File: src/rtl/rr_lock_scheduler.sv
// rr_lock_scheduler: four-requester round-robin scheduler for a shared,
// non-preemptible resource. The winning requester keeps its grant until it
// pulses done, drops its request, or reaches the MAX_HOLD cycle limit.
// Every release is followed by at least one idle cycle before the next owner.
module rr_lock_scheduler #(
  parameter int NREQ     = 4,   // fixed at 4; the owner index is 2 bits wide
  parameter int MAX_HOLD = 16,  // longest grant, in cycles (2..255)
  parameter int CNT_W    = 8    // hold counter width, 2**CNT_W > MAX_HOLD
) (
  input  logic             clk,
  input  logic             rst,
  input  logic             enable,
  input  logic [NREQ-1:0]  req,
  input  logic [NREQ-1:0]  done,
  output logic [NREQ-1:0]  grant,
  output logic             busy,
  output logic [1:0]       owner_id,
  output logic [CNT_W-1:0] hold_cnt,
  output logic             timeout
);

  typedef enum logic {
    IDLE = 1'b0,
    OWN  = 1'b1
  } state_t;

  state_t     state;
  logic [1:0] ptr;        // highest-priority index for the next arbitration

  logic       any_req;
  logic [1:0] win_idx;
  logic       own_done;
  logic       own_req;
  logic       hold_max;
  logic       release_now;

  // Rotating priority search: first set request bit starting at ptr.
  always_comb begin
    logic [1:0] idx;
    logic       found;
    found   = 1'b0;
    win_idx = ptr;
    idx     = ptr;
    for (int k = 0; k < NREQ; k++) begin
      idx = ptr + 2'(k);
      if (!found && req[idx]) begin
        found   = 1'b1;
        win_idx = idx;
      end
    end
    any_req = found;
  end

  // Release causes for the current owner; bits of other requesters are ignored.
  always_comb begin
    own_done    = done[owner_id];
    own_req     = req[owner_id];
    hold_max    = (hold_cnt == CNT_W'(MAX_HOLD));
    release_now = own_done || !own_req || hold_max;
  end

  // Ownership state machine with all outputs registered.
  always_ff @(posedge clk) begin
    // NOTE: every register here uses non-blocking assignment so all reads in
    // this block see the values from before the edge, whatever the line order.
    if (rst) begin
      state    <= IDLE;
      ptr      <= 2'd0;
      grant    <= '0;
      busy     <= 1'b0;
      owner_id <= 2'd0;
      hold_cnt <= '0;
      timeout  <= 1'b0;
    end else begin
      case (state)
        IDLE: begin
          timeout <= 1'b0;
          if (enable && any_req) begin
            state    <= OWN;
            grant    <= {{(NREQ-1){1'b0}}, 1'b1} << win_idx;
            busy     <= 1'b1;
            owner_id <= win_idx;
            hold_cnt <= CNT_W'(1);
          end
        end
        OWN: begin
          if (release_now) begin
            state    <= IDLE;
            grant    <= '0;
            busy     <= 1'b0;
            hold_cnt <= '0;
            ptr      <= owner_id + 2'd1;
            // Done and request-drop take priority, so only a pure forced
            // release is flagged.
            timeout  <= !own_done && own_req;
          end else begin
            hold_cnt <= hold_cnt + CNT_W'(1);
            timeout  <= 1'b0;
          end
        end
        default: begin
          state <= IDLE;
          grant <= '0;
          busy  <= 1'b0;
        end
      endcase
    end
  end

endmodule

File: config.mk
export PLATFORM = sky130hd
export DESIGN_NAME = rr_lock_scheduler
export DESIGN_NICKNAME = d
export VERILOG_FILES = /design/src/rtl/rr_lock_scheduler.sv
export SDC_FILE = /design/constraint.sdc
export NUM_CORES = 1
export LEC_CHECK = 0
export CAP_MARGIN = 20
export CORE_MARGIN = 2
export CORE_UTILIZATION = 48
export DETAILED_ROUTE_END_ITERATION = 10
export PLACE_DENSITY = 0.81
export SLEW_MARGIN = 15
export SYNTH_ARGS = -nofsm -noshare
export SYNTH_HDL_FRONTEND = slang
export SYNTH_SLANG_ARGS = --single-unit
File: constraint.sdc
create_clock -name clk -period 2.7 [get_ports clk]
set_clock_uncertainty 0.05 [all_clocks]
set_input_delay 0.54 -clock clk [delete_from_list [all_inputs] [get_ports clk]]
set_output_delay 0.54 -clock clk [all_outputs]
set_load 0.05 [all_outputs]
==> results of run 1 <==
## cell type report
class                      instances  area (sq um)
clock buffer                       3         22.52
clock inverter                     1         5.005
fill                             198         763.2
inverter                           5         18.77
multi-input combinational         97         661.9
sequential                        19         380.4
tap                               28         35.03
timing repair buffer              29         282.8
## Yosys cell counts (2+ instances only)
cell type	number	area (sq um)
dfxtp_1	19	380.4
nand2b_1	9	56.30
nor2_1	8	30.03
nor2b_1	8	50.05
nand2_1	7	26.28
nand3_1	6	30.03
a21oi_1	5	25.02
inv_1	5	18.77
a31oi_1	4	25.02
nand4_1	4	25.02
o21ai_0	4	20.02
o32ai_1	4	35.03
and3_1	3	18.77
clkbuf_1	3	11.26
nor3_1	3	15.01
o211ai_1	3	22.52
a21boi_0	2	15.01
buf_2	2	10.01
ha_1	2	25.02
mux4_2	2	45.04
nand4b_1	2	17.52
o2111ai_1	2	17.52
o31ai_1	2	15.01
xor2_1	2	17.52
## metrics by stage
step                      setup WS [ns]  instance area (sq um)    util
after floorplan                  0.4001                   1082       -
after global placement           0.2350                   1379  0.6355
after detailed placement         0.1984                   1379  0.6355
after CTS                        0.4455                   1406  0.6482
after global routing             0.3584                   1406  0.6482
final                            0.4467                   1406  0.6482
## sequential cells by signal, indices dropped and copies added (netlist names)
signal and cells:
hold_cnt 8, grant 4, owner_id 2, ptr 2, busy 1, state 1
timeout 1
## layer usage
layer	global-route usage	wire, microns	vias to the layer above
li1	-	-	530
met1	0.3064	1208	520
met2	0.3269	1144	48
met3	0.05556	217	4
met4	0.08772	31	0
met5	0	0	-
## power by group through the flow
stage	clock network, mW	logic (mW)	registers [mW]
CTS	0.148	0.149	0.306
global placement	0	0.146	0.311
global route	0.164	0.162	0.309
finish	0.147	0.150	0.306
floorplan	0	0.0700	0.336
detailed placement	0	0.148	0.312
## kinds of logic (layout without fill, tap and decap cells)
group                    count (synthesis)  count (layout)
AO/OA/AOI/OAI                           33              33
flip-flops                              19              19
buffers and inverters                   10              38
AND/OR/NAND/NOR                         57              57
adder cells (fa/ha/maj)                  2               2
XOR/XNOR                                 3               3
multiplexers                             2               2
## final timing paths
kind,from,end,slack [ns],depth (start not counted)
max reg2reg,hold_cnt[0]$_SDFFE_PP0P_,hold_cnt[7]$_SDFFE_PP0P_,0.49,6
min reg2reg,busy$_SDFFE_PP0P_,busy$_SDFFE_PP0P_,0.43,2
max,hold_cnt[2]$_SDFFE_PP0P_,hold_cnt[2],0.45,1
min,busy$_SDFFE_PP0P_,busy$_SDFFE_PP0P_,0.43,2
==> results.tsv, run 1 <==
metric	value	unit
TritonCTS clock tree	yes	
commonest non-fill, non-tap cell in the layout	clkdlybuf4s50_1	
CTS HTree Levels	1	
TritonCTS Buffers	3	
Congestion Overflow GR	0	
final HPWL from detailed placement	1.932	mm
peak fanout along the critical path	9	
Post-synth EDFFs	0	
core region area	0.002170	sq mm
critical path's largest stage delay	0.86	ns
Yosys reg bits	19	
Die Area	0.002651	sq mm
sequential share of power	0.508	
Slew Limit Headroom	0.6112	
Pwr Density	428.5	mW/mm^2
number of global-route vias before repair	999	
n_diodes	0	
library cells used by synthesis	39	
layout cell share with drive strength beyond 1	0.06494	
worst vdd ir	345.4	uV
Top Ports	27	
remaining antenna violation count	0	
Crit. End Element	output pin	
Max Fclk	443.8	MHz
DRT Pass-1 Iters	4	
Clock Sinks	19	
area grow syn2layout	29.94	%
most frequent cells in the layout	clkdlybuf4s50_1, dfxtp_1, nand2b_1	
die height	51.49	microns
Internal	0.4091	mW
Worst path top cell family by delay	buffers and inverters	
Sum Neg Setup Slack	0	ns
final wirelength	2.603	mm
buffers added on ports	26	
first-pass GRT wire length	4.347	mm
FP Rows	17	
Critical Path, Cell by Cell	clkdlybuf4s50_1	
vias	1102	
mux share of post-synthesis cell area	0.04162	
largest family of logic cells by synthesized area	simple AND/OR/NAND/NOR gates	
clk slew on worst S/H paths	0.11	ns
routed len/inst	14.30	microns
max_cap viols	0	
cts hold-fix bufs	0	
startpoint types	flop	
Worst Tran Pin Value	0.5806	ns
pin count of the biggest net entering global routing	20	
Post-synth ARST share	0	
Post-CTS Setup Repair Bufs	0	
# resized after CTS	0	
switching share of power	0.3213	
Pleak	0.4715	nW
Seq/Total Area, Yosys	0.3514	
initial core utilization	0.4988	
CP required	2.11	ns
Pwr Total	0.6027	mW
Final min period	2.253	ns
Post-Synth XOR/XNOR Area	0.02428	
Syn Std Cell Area	0.001082	sq mm
number of remaining DRC errors	0	
Setup Crit Path Kind	flop to output pin	
clock power share	0.244	
# setup viols final	0	
final period utilization	0.8345	
syn_nets	139	
Syn. warnings	0	
Net Sw Power	0.1936	mW
Post-Syn Instances	126	
initial antenna violation count	0	
Slowest cell on crit path	clkdlybuf4s50_1	
Clock Tree Root	clkbuf_4	
GRT Overall Usage	0.2209	
fin nets	168	
Avg Synthesized Cell Area	8.590	sq um
CP bufs+invs	1	
Synth Flop Type	dfxtp_1	
Comb pwr share	0.249	
Routability Congestion	0.8110	
Clock Latency Late Sink	0.30	ns
Final Hold Vio Count	0	
RSZ-0062 raised after global routing	no	
WP data arrival	1.66	ns
status	finished, final reports clean	
vias per cell	6.055	
Clock Path Buffers	2	
drt first-iter violations	41	
Placed Cells	178	
compound-gate portion of the synthesized area	0.2220	
worst hold path type	flop to flop	
Max Slew Vio Count	0	
Adder-Cell Fraction of Synth Area	0.02312	
Final Non-Filler Cells	182	
Synth Area in Simple Gates	0.3006	
Die W	51.49	microns
WHS	0.4335	ns
(Power assumes the default switching activity.)
==> run 2, diff against run 1 <==
==> constraint.sdc (replaced) <==
create_clock -name clk -period 2.3 [get_ports clk]
set_clock_uncertainty 0.05 [all_clocks]
set_input_delay 0.46 -clock clk [delete_from_list [all_inputs] [get_ports clk]]
set_output_delay 0.46 -clock clk [all_outputs]
set_load 0.05 [all_outputs]
==> results.tsv, run 2 (same netlist as run 1, synthesis figures left out) <==
metric	value	unit
Place WS	-0.01509	ns
fin nets	175	
Routability Congestion	0.8406	
FF/Latch Area	380.4	sq um
Die Area	0.002651	sq mm
initial core utilization	0.4988	
cts hold-fix bufs	0	
area grow syn2layout	34.80	%
GRT Overall Usage	0.2242	
number of global-route vias before repair	1051	
final wirelength	2.723	mm
final period utilization	0.9347	
Clock Sinks	19	
registers with the most flip-flops	hold_cnt: 8 flops, grant: 4 flops	
Die W	51.49	microns
initial antenna violation count	0	
Largest Register	hold_cnt	
number of remaining DRC errors	0	
TritonCTS clock tree	yes	
FP Rows	17	
Pleak	0.5050	nW
WP data arrival	1.64	ns
Congestion Overflow GR	0	
setup slack after layout	0.1503	ns
startpoint types	flop	
CTS HTree Levels	1	
Worst Tran Pin Value	0.5825	ns
Placed Cells	185	
vias	1122	
# resized after CTS	0	
DRT Pass-1 Iters	5	
final HPWL from detailed placement	2.089	mm
core region area	0.002170	sq mm
Crit. End Element	output pin	
Pwr Density	488.9	mW/mm^2
Clock Path Buffers	2	
buffers added on ports	26	
# setup viols final	0	
RSZ-0062 raised after global routing	no	
worst vdd ir	503.8	uV
critical path's largest stage delay	0.86	ns
layout cell share with drive strength beyond 1	0.1056	
Post-CTS Setup Repair Bufs	0	
placed instance area	0.001431	sq mm
CP bufs+invs	1	
worst hold path type	flop to flop	
Worst path top cell family by delay	buffers and inverters	
pin count of the biggest net entering global routing	20	
commonest non-fill, non-tap cell in the layout	clkdlybuf4s50_1	
Final min period	2.150	ns
remaining antenna violation count	0	
Pwr Total	0.7132	mW
CP required	1.79	ns
Final Hold Vio Count	0	
Slowest cell on crit path	clkdlybuf4s50_1	
Slew Limit Headroom	0.6105	
die height	51.49	microns
Clock Tree Root	clkbuf_4	
peak fanout along the critical path	9	
Max Fclk	465.2	MHz
Top Ports	27	
routed len/inst	14.41	microns
Setup Crit Path Kind	flop to output pin	
Critical Path, Cell by Cell	clkdlybuf4s50_1	
Max Slew Vio Count	0	
cell area after layout	0.001459	sq mm
Final Non-Filler Cells	189	
vias per cell	5.937	
max_cap viols	0	
Clock Latency Late Sink	0.29	ns
clk slew on worst S/H paths	0.11	ns
most frequent cells in the layout	clkdlybuf4s50_1, dfxtp_1, buf_4	
max reg flops	8	
Fillers	194	
n_diodes	0	
drt first-iter violations	33	
multi-input logic area	661.9	sq um
TritonCTS Buffers	3	
status	finished, final reports clean	
first-pass GRT wire length	4.554	mm
run 2: path summary, 6_finish.rpt:
kind / start / end / slack (ns) / cells past startpoint
min: grant[3]$_SDFFE_PP0P_ / grant[3]$_SDFFE_PP0P_ / 0.43 / 2
min reg2reg: grant[3]$_SDFFE_PP0P_ / grant[3]$_SDFFE_PP0P_ / 0.43 / 2
max: hold_cnt[2]$_SDFFE_PP0P_ / hold_cnt[2] / 0.15 / 1
max reg2reg: hold_cnt[0]$_SDFFE_PP0P_ / grant[2]$_SDFFE_PP0P_ / 0.27 / 6
run 2: tightest hold or removal path: cells and delay by family, from the launching register on:
family | cells | cell delay [ns]
flops | 1 | 0.33
compound gates | 1 | 0.06
simple gates | 1 | 0.06
run 2: per-stage QoR:
| step | hold WS, ns | utilization | setup TNS (ns) |
|---|---|---|---|
| after floorplan | 0.4192 | - | 0 |
| after global placement | 0.4133 | 0.6597 | 0 |
| after detailed placement | 0.4191 | 0.6597 | -0.02286 |
| after CTS | 0.4391 | 0.6724 | 0 |
| after global routing | 0.4535 | 0.6724 | 0 |
| final | 0.4340 | 0.6724 | 0 |
run 2: area by class of cell:
type                    count  area share
clock buffers               3     0.01544
clock inverters             1    0.003431
inverters                   5     0.01286
multi-input cells          97      0.4537
flip-flops and latches     19      0.2607
well taps                  28     0.02401
repair buffers             36      0.2298
run 2: where the power goes:
group | switching, mW | internal, mW | leakage (nW)
combinational | 0.108 | 0.0827 | 0.333
clock | 0.0991 | 0.0646 | 0.0177
sequential | 0.0161 | 0.343 | 0.155
total | 0.223 | 0.490 | 0.505
run 2: metal layers:
layer,GRT usage,share of wire,vias up
li1,-,-,552
met2,0.3675,0.46,41
met4,0.07018,0.0062,0
met1,0.3047,0.48,527
met3,0.02924,0.047,2
met5,0,0,-
==> run 3, diff against run 2 <==
--- a/config.mk
+++ b/config.mk
@@ -9,7 +9,7 @@
 export CORE_MARGIN = 2
 export CORE_UTILIZATION = 48
 export DETAILED_ROUTE_END_ITERATION = 10
-export PLACE_DENSITY = 0.81
+export PLACE_DENSITY = 0.78
 export SLEW_MARGIN = 15
 export SYNTH_ARGS = -nofsm -noshare
 export SYNTH_HDL_FRONTEND = slang
==> results.tsv, run 3 (same netlist as run 1, synthesis figures left out) <==
metric	value	unit
status	finished, final reports clean	
placed instance area	0.001431	sq mm
pin count of the biggest net entering global routing	21	
Final Hold Vio Count	0	
Critical Path, Cell by Cell	clkdlybuf4s50_1	
buffers added on ports	26	
max reg flops	8	
startpoint types	flop	
Worst Tran Pin Value	0.6020	ns
initial core utilization	0.4988	
layout cell share with drive strength beyond 1	0.09938	
DRT Pass-1 Iters	4	
TritonCTS clock tree	yes	
most frequent cells in the layout	clkdlybuf4s50_1, dfxtp_1, buf_4	
vias per cell	5.910	
critical path's largest stage delay	0.86	ns
Max Fclk	460.2	MHz
Pleak	0.5023	nW
number of remaining DRC errors	0	
WP data arrival	1.66	ns
vias	1117	
Largest Register	hold_cnt	
Pwr Total	0.7232	mW
Final min period	2.173	ns
# setup viols final	0	
final HPWL from detailed placement	2.068	mm
worst vdd ir	398.2	uV
Top Ports	27	
peak fanout along the critical path	9	
CP required	1.79	ns
die height	51.49	microns
Clock Path Buffers	2	
clk slew on worst S/H paths	0.11	ns
max_cap viols	0	
Die Area	0.002651	sq mm
# resized after CTS	0	
remaining antenna violation count	0	
Max Slew Vio Count	0	
Die W	51.49	microns
initial antenna violation count	0	
fin nets	175	
GRT met3 Usage	0.03509	
Fillers	197	
Clock Latency Late Sink	0.30	ns
cell area after layout	0.001458	sq mm
Slew Limit Headroom	0.5974	
final period utilization	0.9448	
CTS HTree Levels	1	
area grow syn2layout	34.68	%
n_diodes	0	
final wirelength	2.723	mm
FP Rows	17	
Post-CTS Setup Repair Bufs	0	
routed len/inst	14.41	microns
Routability Congestion	0.8134	
r2r setup slk	0.37	ns
core region area	0.002170	sq mm
drt first-iter violations	36	
Crit. End Element	output pin	
Clock Tree Root	clkbuf_4	
Pwr Density	496.1	mW/mm^2
TritonCTS Buffers	3	
worst hold path type	flop to flop	
Slowest cell on crit path	clkdlybuf4s50_1	
Setup Crit Path Kind	flop to output pin	
RSZ-0062 raised after global routing	no	
GRT Overall Usage	0.2294	
commonest non-fill, non-tap cell in the layout	clkdlybuf4s50_1	
Clock Sinks	19	
cts hold-fix bufs	0	
met1 Usage GRT	0.3242	
M2 GR Usage	0.3547	
CP bufs+invs	1	
gr busiest metal	met2	
Worst path top cell family by delay	buffers and inverters	
Congestion Overflow GR	0	
registers with the most flip-flops	hold_cnt: 8 flops, grant: 4 flops	
first-pass GRT wire length	4.560	mm
number of global-route vias before repair	994	
-- run 3: cell types whose count changed in the layout (fill, tap and decap cells not counted) --
cell / change
clkbuf_1: +1
clkinv_2: -1
-- run 3: layout make-up --
type                            instances  area (sq um)  area share
Clock buffer                            4         26.28     0.01803
Inverter                                5         18.77     0.01288
Multi-Input combinational cell         97         661.9      0.4541
Sequential cell                        19         380.4      0.2609
Tap cell                               28         35.03     0.02403
Timing Repair Buffer                   36         335.3      0.2300
-- run 3: metrics by stage --
| step | setup slack [ns] | std cells | hold WS [ns] | utilization | TNS, ns |
|---|---|---|---|---|---|
| final | 0.1270 | 189 | 0.4336 | 0.6719 | 0 |
| after global routing | 0.05258 | 189 | 0.4663 | 0.6719 | 0 |
| after CTS | 0.1224 | 189 | 0.4378 | 0.6719 | 0 |
| after detailed placement | -0.004311 | 185 | 0.4217 | 0.6597 | -0.004311 |
| after global placement | 0.01455 | 185 | 0.4110 | 0.6597 | 0 |
| after floorplan | 0.0001337 | 126 | 0.4192 | - | 0 |
-- run 3: final timing paths --
path | start | to | cells past startpoint
max | hold_cnt[2]$_SDFFE_PP0P_ | hold_cnt[2] | 1
min | busy$_SDFFE_PP0P_ | busy$_SDFFE_PP0P_ | 2
max reg2reg | hold_cnt[0]$_SDFFE_PP0P_ | grant[2]$_SDFFE_PP0P_ | 6
min reg2reg | busy$_SDFFE_PP0P_ | busy$_SDFFE_PP0P_ | 2
-- run 3: power by group --
part           leakage [nW]  total [mW]  internal (mW)  switching, mW
sequential            0.155       0.359          0.343         0.0159
clock                0.0150       0.175         0.0678          0.107
combinational         0.333       0.190         0.0827          0.107
-- run 3: layer usage --
metal,up-vias,share of wire
li1,542,-
met1,525,0.47
met2,43,0.45
met3,7,0.064
met4,0,0.019
met5,-,0
